**config.mk**
```make
export PLATFORM = sky130hd
export DESIGN_NAME = regfile_np
export DESIGN_NICKNAME = d
export VERILOG_FILES = /design/src/rtl/regfile_pkg.sv /design/src/rtl/regfile_np_mux_n1.sv /design/src/rtl/regfile_np.sv
export SDC_FILE = /design/constraint.sdc
export NUM_CORES = 2
export LEC_CHECK = 0
export BUFFER_PORTS_ARGS = -buffer_cell sky130_fd_sc_hd__buf_2
export CORE_MARGIN = 4
export CORE_UTILIZATION = 52
export CTS_BUF_LIST = sky130_fd_sc_hd__clkbuf_8
export DETAILED_ROUTE_END_ITERATION = 16
export GPL_ROUTABILITY_DRIVEN = 1
export PLACE_DENSITY = 0.68
export SETUP_SLACK_MARGIN = 0.05
export SKIP_LAST_GASP = 1
export SLEW_MARGIN = 0
export SYNTH_ARGS = -nofsm -noshare
export SYNTH_HDL_FRONTEND = slang
export SYNTH_SLANG_ARGS = --single-unit
```
**constraint.sdc**
```tcl
create_clock -name clk -period 3 [get_ports clk]
set_clock_uncertainty 0.05 [all_clocks]
set_input_delay 0.3 -clock clk [delete_from_list [all_inputs] [get_ports clk]]
set_output_delay 0.3 -clock clk [all_outputs]
set_load 0.03 [all_outputs]
```
**src/rtl/regfile_pkg.sv**
```systemverilog
// Shared constants and helpers for the multi-port register file.
// The zero register always sits at the top index of the array.
package regfile_pkg;

  localparam int DEF_WIDTH = 64;
  localparam int DEF_DEPTH = 32;

  typedef logic [DEF_WIDTH-1:0] word_t;

  function automatic int zero_idx(input int depth);
    return depth - 1;
  endfunction

endpackage

```
**src/rtl/regfile_np_mux_n1.sv**
```systemverilog
// Generic N:1 tree mux built recursively from 2:1 stages, one level per select bit.
// A select value beyond N-1 returns zero, so a missing subtree simply becomes a constant.
module mux_n1 #(
  parameter int WIDTH = 64,
  parameter int N     = 32,
  parameter int SW    = (N > 1) ? $clog2(N) : 1
) (
  input  logic [N-1:0][WIDTH-1:0] data_i,
  input  logic [SW-1:0]           sel_i,
  output logic [WIDTH-1:0]        data_o
);

  if (SW == 1) begin : g_leaf
    if (N == 1) begin : g_one
      assign data_o = sel_i[0] ? '0 : data_i[0];
    end else begin : g_two
      assign data_o = sel_i[0] ? data_i[1] : data_i[0];
    end
  end else begin : g_node
    // The low half covers select values with the top bit clear.
    localparam int HALF = 1 << (SW - 1);
    localparam int NL   = (N < HALF) ? N : HALF;
    localparam int NU   = N - NL;

    logic [WIDTH-1:0] lo_data;
    logic [WIDTH-1:0] hi_data;

    mux_n1 #(
      .WIDTH(WIDTH),
      .N    (NL),
      .SW   (SW - 1)
    ) u_lo (
      .data_i(data_i[NL-1:0]),
      .sel_i (sel_i[SW-2:0]),
      .data_o(lo_data)
    );

    if (NU > 0) begin : g_hi
      mux_n1 #(
        .WIDTH(WIDTH),
        .N    (NU),
        .SW   (SW - 1)
      ) u_hi (
        .data_i(data_i[N-1:NL]),
        .sel_i (sel_i[SW-2:0]),
        .data_o(hi_data)
      );
    end else begin : g_no_hi
      assign hi_data = '0;
    end

    assign data_o = sel_i[SW-1] ? hi_data : lo_data;
  end

endmodule

```
**src/rtl/regfile_np.sv**
```systemverilog
// Multi-port register file: one write port, NREAD tree-mux read ports,
// optional hard-wired zero register, write-to-read bypass and registered outputs.
module regfile_np
  import regfile_pkg::*;
#(
  parameter int WIDTH    = DEF_WIDTH,
  parameter int DEPTH    = DEF_DEPTH,
  parameter int NREAD    = 2,
  parameter bit ZERO_REG = 1'b1,
  parameter bit BYPASS   = 1'b1,
  parameter bit REG_OUT  = 1'b0,
  localparam int AW      = $clog2(DEPTH)
) (
  input  logic                        clk,
  input  logic                        rst_n,
  input  logic                        wr_en,
  input  logic [AW-1:0]               wr_addr,
  input  logic [WIDTH-1:0]            wr_data,
  input  logic [NREAD-1:0][AW-1:0]    rd_addr,
  output logic [NREAD-1:0][WIDTH-1:0] rd_data,
  output logic [NREAD-1:0]            rd_valid
);

  function automatic logic in_range(input logic [AW-1:0] a);
    return int'(a) < DEPTH;
  endfunction

  function automatic logic is_zero(input logic [AW-1:0] a);
    return ZERO_REG && (int'(a) == zero_idx(DEPTH));
  endfunction

  logic [DEPTH-1:0][WIDTH-1:0] mem_q;
  logic [DEPTH-1:0][WIDTH-1:0] mem_d;
  logic [NREAD-1:0][WIDTH-1:0] mux_out;
  logic [NREAD-1:0][WIDTH-1:0] rd_data_d;
  logic                        wr_ok;

  // A write that is dropped must also never be bypassed.
  always_comb begin
    wr_ok = wr_en && in_range(wr_addr) && !is_zero(wr_addr);
    mem_d = mem_q;
    for (int i = 0; i < DEPTH; i++) begin
      if (wr_ok && (int'(wr_addr) == i)) begin
        mem_d[i] = wr_data;
      end
    end
  end

  always_ff @(posedge clk or negedge rst_n) begin
    if (!rst_n) begin
      mem_q <= '0;
    end else begin
      mem_q <= mem_d;
    end
  end

  for (genvar p = 0; p < NREAD; p++) begin : g_port
    mux_n1 #(
      .WIDTH(WIDTH),
      .N    (DEPTH)
    ) u_mux (
      .data_i(mem_q),
      .sel_i (rd_addr[p]),
      .data_o(mux_out[p])
    );
  end

  // Zero forcing is applied last so it outranks the bypass.
  always_comb begin
    rd_data_d = mux_out;
    for (int p = 0; p < NREAD; p++) begin
      if (BYPASS && wr_ok && (rd_addr[p] == wr_addr)) begin
        rd_data_d[p] = wr_data;
      end
      if (!in_range(rd_addr[p]) || is_zero(rd_addr[p])) begin
        rd_data_d[p] = '0;
      end
    end
  end

  if (REG_OUT) begin : g_reg_out
    logic [NREAD-1:0][WIDTH-1:0] rd_data_q;
    logic [NREAD-1:0]            rd_valid_q;
    logic [NREAD-1:0]            rd_valid_d;

    always_comb begin
      rd_valid_d = '1;
    end

    always_ff @(posedge clk or negedge rst_n) begin
      if (!rst_n) begin
        rd_data_q  <= '0;
        rd_valid_q <= '0;
      end else begin
        rd_data_q  <= rd_data_d;
        rd_valid_q <= rd_valid_d;
      end
    end

    assign rd_data  = rd_data_q;
    assign rd_valid = rd_valid_q;
  end else begin : g_comb_out
    assign rd_data  = rd_data_d;
    assign rd_valid = '1;
  end

endmodule

```
Word-level counts from Yosys, hierarchy flattened
Index checks and enable logic that the tools add are counted.
{"block": "totals", "ff_bits": 2048, "output_inout_bits": 130}
{"block": "op_classes", "eq_ne": 35, "mux": 66, "n_reduce_logical": 37}
{"cell": "$mux 64", "count": 66}
{"cell": "$eq 5x5->1 const B", "count": 16}
{"cell": "$eq 5x4->1 const B", "count": 8}
{"cell": "$logic_and 1x1->1", "count": 35}
{"cell": "$eq 5x3->1 const B", "count": 4}
{"cell": "$eq 5x1->1 const B", "count": 3}
{"cell": "$eq 5x2->1 const B", "count": 2}
{"cell": "$eq 5x5->1", "count": 2}
{"cell": "$logic_not 5->1", "count": 1}
{"cell": "$logic_not 1->1", "count": 1}

Logic depth before layout (Yosys ltp)
{"block": "logic_depth", "ltp_word": 7, "ltp_mapped": 9, "ltp_nobuf": 5}

Hierarchy
Synthesis repeated with hierarchy kept, for this count alone.
{"block": "hier_totals", "hier_cells": 9400, "hier_area_um2": 144912.7}
{"mod": "regfile_np", "n_inst": 1, "cells_per_inst": 4998, "area_each_um2": 78121.2, "seq_area_each_um2": 51249.2}
{"mod": "mux_n1", "n_inst": 62, "cells_per_inst": 71, "area_each_um2": 1077.3, "seq_area_each_um2": 0.0}

Worst setup path after synthesis
Ideal clock, no wire load.
{"block": "synth_timing", "kind": "input -> output", "startpoint": "in rd_addr[8] (netlist bit)", "endpoint": "out rd_data[100] (netlist bit)", "t_arrival_ns": 2.254, "slack_ns": 0.396, "path_stages": 6, "path_buffers": 3, "cell_sequence": "buf_4 clkbuf_1 buf_1 mux2i_1 nor2_1 nor3_1"}
{"item": "start, declared", "line": "regfile_np.sv:19", "text": "input logic [NREAD-1:0][AW-1:0] rd_addr,"}
{"item": "end, declared", "line": "regfile_np.sv:20", "text": "output logic [NREAD-1:0][WIDTH-1:0] rd_data,"}

==> implementation parameters <==
Parameter                              Value

Status
  Run status    complete, but fails checks
  Failing checks    negative setup slack

Yosys
  Mean post-synth cell area    15.06 µm²
  Post-Syn Instances    7316
  Area share of the leading cell type in the synthesized netlist    0.4652
  Yosys cell types    43
  Largest cells by area after synthesis    sky130_fd_sc_hd__dfrtp_1 47%, sky130_fd_sc_hd__mux2_2 21%, sky130_fd_sc_hd__mux4_2 20%
  Sequential fraction of the synthesis area    0.4652
  Share of flip-flops with an asynchronous set or reset after synthesis    1.000
  Post-synth top area cell    sky130_fd_sc_hd__dfrtp_1
  Number of enable-type register cells in the synthesized netlist    0
  Ys Warns    0
  Post-synthesis cell area    110200 µm²
  Prevailing post-synth register cell    sky130_fd_sc_hd__dfrtp_1
  Synthesis-stage register bit count    2048

GRT
  Overflow after GRT    0
  Wire length of the first global-routing pass    526.0 mm
  Global-route total usage across every layer    0.3246
  Via count of the first global-routing pass    77360
  Initial antenna violation count    8
  Maximum number of pins on one net before global-route repair    137

Pwr
  Overall power of the completed layout    82.57 mW
  Static Leakage    56.57 nW
  Power density cells    637.7 nW/µm²
  Worst vdd rail ir drop    0.0005565 V

Worst setup path
  Crit path capture type    output pin
  Reg-to-reg startpoint    mem_q[881]$_DFFE_PN0P_
  Worst Setup Start Kind    flip-flop
  Critical path fanouts, max    2
  Kind of critical path    flip-flop to output pin
  Critical Path AT    2.89 ns
  CP Launch Point    mem_q[1470]$_DFFE_PN0P_
  Worst Path Required    2.65 ns

STA
  Number of hold violations in the final report    0
  Max-slew headroom    0.2329
  Share of the clock period used by the worst path after layout    1.081
  Setup TNS after final layout    -7.209 ns
  Post-layout minimum cycle time    3.243 ns
  RSZ-0062 raised after global routing    true
  Highest clock rate    308.4 MHz
  Worst-margin pin slew    1.147 ns
  Setup Viol. Count Final    96
  Final WS setup    -0.2430 ns
  Number of max-slew violations in the final report    0

Placed design
  Cells after DPL    9989
  Placed cell area    117300 µm²
  RePlAce Congestion    0.8298
  Number of port buffers    209
  Detail Placement HPWL    208.9 mm
  DP Worst Slack    -0.3260 ns

Clock network
  Clk Tree Root Cell    sky130_fd_sc_hd__clkbuf_8
  Clock tree from TritonCTS    yes
  CTS Buffer Depth    4
  H-tree Lvls    5
  Clock-pin transition on the worst setup and hold timing paths    0.07 ns
  Clk_lat worst skew    1.07 ns
  CTS Buf Count    362
  TritonCTS sink count    2048

Routing
  Via Count    72850
  Vias/cell    6.769
  Initial DRC Count    7259
  DRC violations left    0
  Total Routed Length    354.1 mm
  Detail Route Antenna Nets    0
  Router iterations before antenna repair    7
  Average detailed-routed wire length per instance    32.90 µm

Die
  Vertical extent of the die    468.3 µm
  Site row count    168
  Initial Util    0.5241
  DIE AREA    219300 µm²
  Overall die width    468.3 µm
  Ports    212
  Placeable core region    210200 µm²

Layout
  Flip-flop count of the largest register after layout    2048
  Synthesis-to-layout area growth    17.52%
  Non-filler cells in the finished layout    10760
  Layout cells sized above 1    0.5974
  Nets    7785
  Regs by FF count    mem_q: 2048 flops
  Register bank with the most flops    mem_q
  Design area    129500 µm²
  Number of fillers in the final layout    15610

Job
  Number of max-cap violations    0

Min path
  Worst min-delay path startpoint    wr_data[63]
  Worst min-delay path class    primary input to flip-flop
[placed cells by master (no fill, tap or decap), types with 34 or more instances in the layout]
cell,n
sky130_fd_sc_hd__a211oi_1,52
sky130_fd_sc_hd__a22oi_2,71
sky130_fd_sc_hd__mux2_2,1969
sky130_fd_sc_hd__nor2_2,60
sky130_fd_sc_hd__a22oi_1,64
sky130_fd_sc_hd__mux2_4,51
sky130_fd_sc_hd__nor3_2,38
sky130_fd_sc_hd__nor3_4,58
sky130_fd_sc_hd__mux4_2,969
sky130_fd_sc_hd__buf_4,431
sky130_fd_sc_hd__a2111oi_2,34
sky130_fd_sc_hd__inv_1,115
sky130_fd_sc_hd__dlygate4sd3_1,72
sky130_fd_sc_hd__mux2i_1,425
sky130_fd_sc_hd__nor2_1,112
sky130_fd_sc_hd__and3_4,34
sky130_fd_sc_hd__nor2b_1,57
sky130_fd_sc_hd__clkbuf_8,456
sky130_fd_sc_hd__buf_12,183
sky130_fd_sc_hd__o21ai_0,127
sky130_fd_sc_hd__a211oi_4,35
sky130_fd_sc_hd__buf_2,75
sky130_fd_sc_hd__dfrtp_1,2048
sky130_fd_sc_hd__buf_6,110
[final cells by class]
cell class                      instances  area, µm²  share of cell area
Antenna cell                            8      20.02           0.0001546
Clock buffer                          455       6262             0.04837
Clock inverter                        155      782.0            0.006040
Inverter                                2      7.507          0.00005798
Multi-Input combinational cell       4410      58290              0.4502
Sequential cell                      2048      51250              0.3958
Tap cell                             2805       3510             0.02711
Timing Repair Buffer                  879       9353             0.07223
[worst paths after layout]
kind                                           end  slack, ns  cells past startpoint
setup / recovery                      rd_data[126]      -0.24                      6
hold / removal              mem_q[639]$_DFFE_PN0P_       0.07                      3
setup reg to reg            mem_q[881]$_DFFE_PN0P_       1.84                      4
hold reg to reg            mem_q[2034]$_DFFE_PN0P_       0.34                      0
max in group asynchronous   mem_q[639]$_DFFE_PN0P_       1.72                      3
min in group asynchronous  mem_q[1269]$_DFFE_PN0P_       0.20                      3
[per-stage QoR]
step | utilization | hold WS (ns)
3_5_place_dp | 0.5578 | 0.2686
6_report | 0.6160 | 0.07356
5_1_grt | 0.6159 | 0.06784
2_1_floorplan | - | -0.04559
4_1_cts | 0.6121 | 0.006039
3_3_place_gp | 0.5578 | 0.2649
[where the power goes]
group | internal (mW) | switching, mW
Clock | 14.0 | 11.8
Sequential | 32.9 | 3.75
Combinational | 11.8 | 8.33
Total | 58.7 | 23.9
[per-layer routing]
layer,share of wire,vias up,track usage,wire [µm]
met5,0,-,0,0
met4,0.050,0,0.1508,17830
met3,0.079,967,0.06164,27850
li1,-,28970,-,-
met2,0.47,3424,0.5144,168200
met1,0.40,39490,0.4378,140200
[cells by family after synthesis]
family                    synth area share
xor gates and xnor gates         0.0007950
and+or+nand+nor                    0.02216
muxes                               0.4470
buffers and inverters              0.03625
other                           0.00003404
AOI/OAI and AO/OA                  0.02858
DFF                                 0.4652
[repair_timing]
item | 4_1_cts | 5_1_grt
pin swaps | 243 | 119
hold buffers | 72 | 0
gates resized for setup | 746 | 152
endpoints found under the setup margin | 128 | 128
hold endpoints to repair | 4009 | 0
setup buffers | 139 | 17
[worst max-delay path: stages (launching register included)]
cell and delay (ns):
sky130_fd_sc_hd__dfrtp_1 0.39, sky130_fd_sc_hd__mux4_2 0.48, sky130_fd_sc_hd__mux2_4 0.28, sky130_fd_sc_hd__or3_4 0.33, sky130_fd_sc_hd__o2111ai_2 0.10, sky130_fd_sc_hd__a21boi_2 0.10
sky130_fd_sc_hd__buf_6 0.15
[Yosys cell counts, types with 10 or more instances]
cell                        number
sky130_fd_sc_hd__a211oi_1      110
sky130_fd_sc_hd__buf_4          71
sky130_fd_sc_hd__nor3_1        117
sky130_fd_sc_hd__nor2_2         10
sky130_fd_sc_hd__mux4_2        969
sky130_fd_sc_hd__mux2_2       2020
sky130_fd_sc_hd__mux2i_1       443
sky130_fd_sc_hd__nor2_1        184
sky130_fd_sc_hd__mux2_1         22
sky130_fd_sc_hd__a2111oi_0      55
sky130_fd_sc_hd__dfrtp_1      2048
sky130_fd_sc_hd__nand2_1        17
sky130_fd_sc_hd__buf_1          34
sky130_fd_sc_hd__buf_6          10
sky130_fd_sc_hd__a22oi_1       135
sky130_fd_sc_hd__and3_1         61
sky130_fd_sc_hd__o21ai_0       136
sky130_fd_sc_hd__buf_2         337
sky130_fd_sc_hd__nor2b_1        64
sky130_fd_sc_hd__clkbuf_1      402
Note: power is estimated with default switching activity, not from simulation.
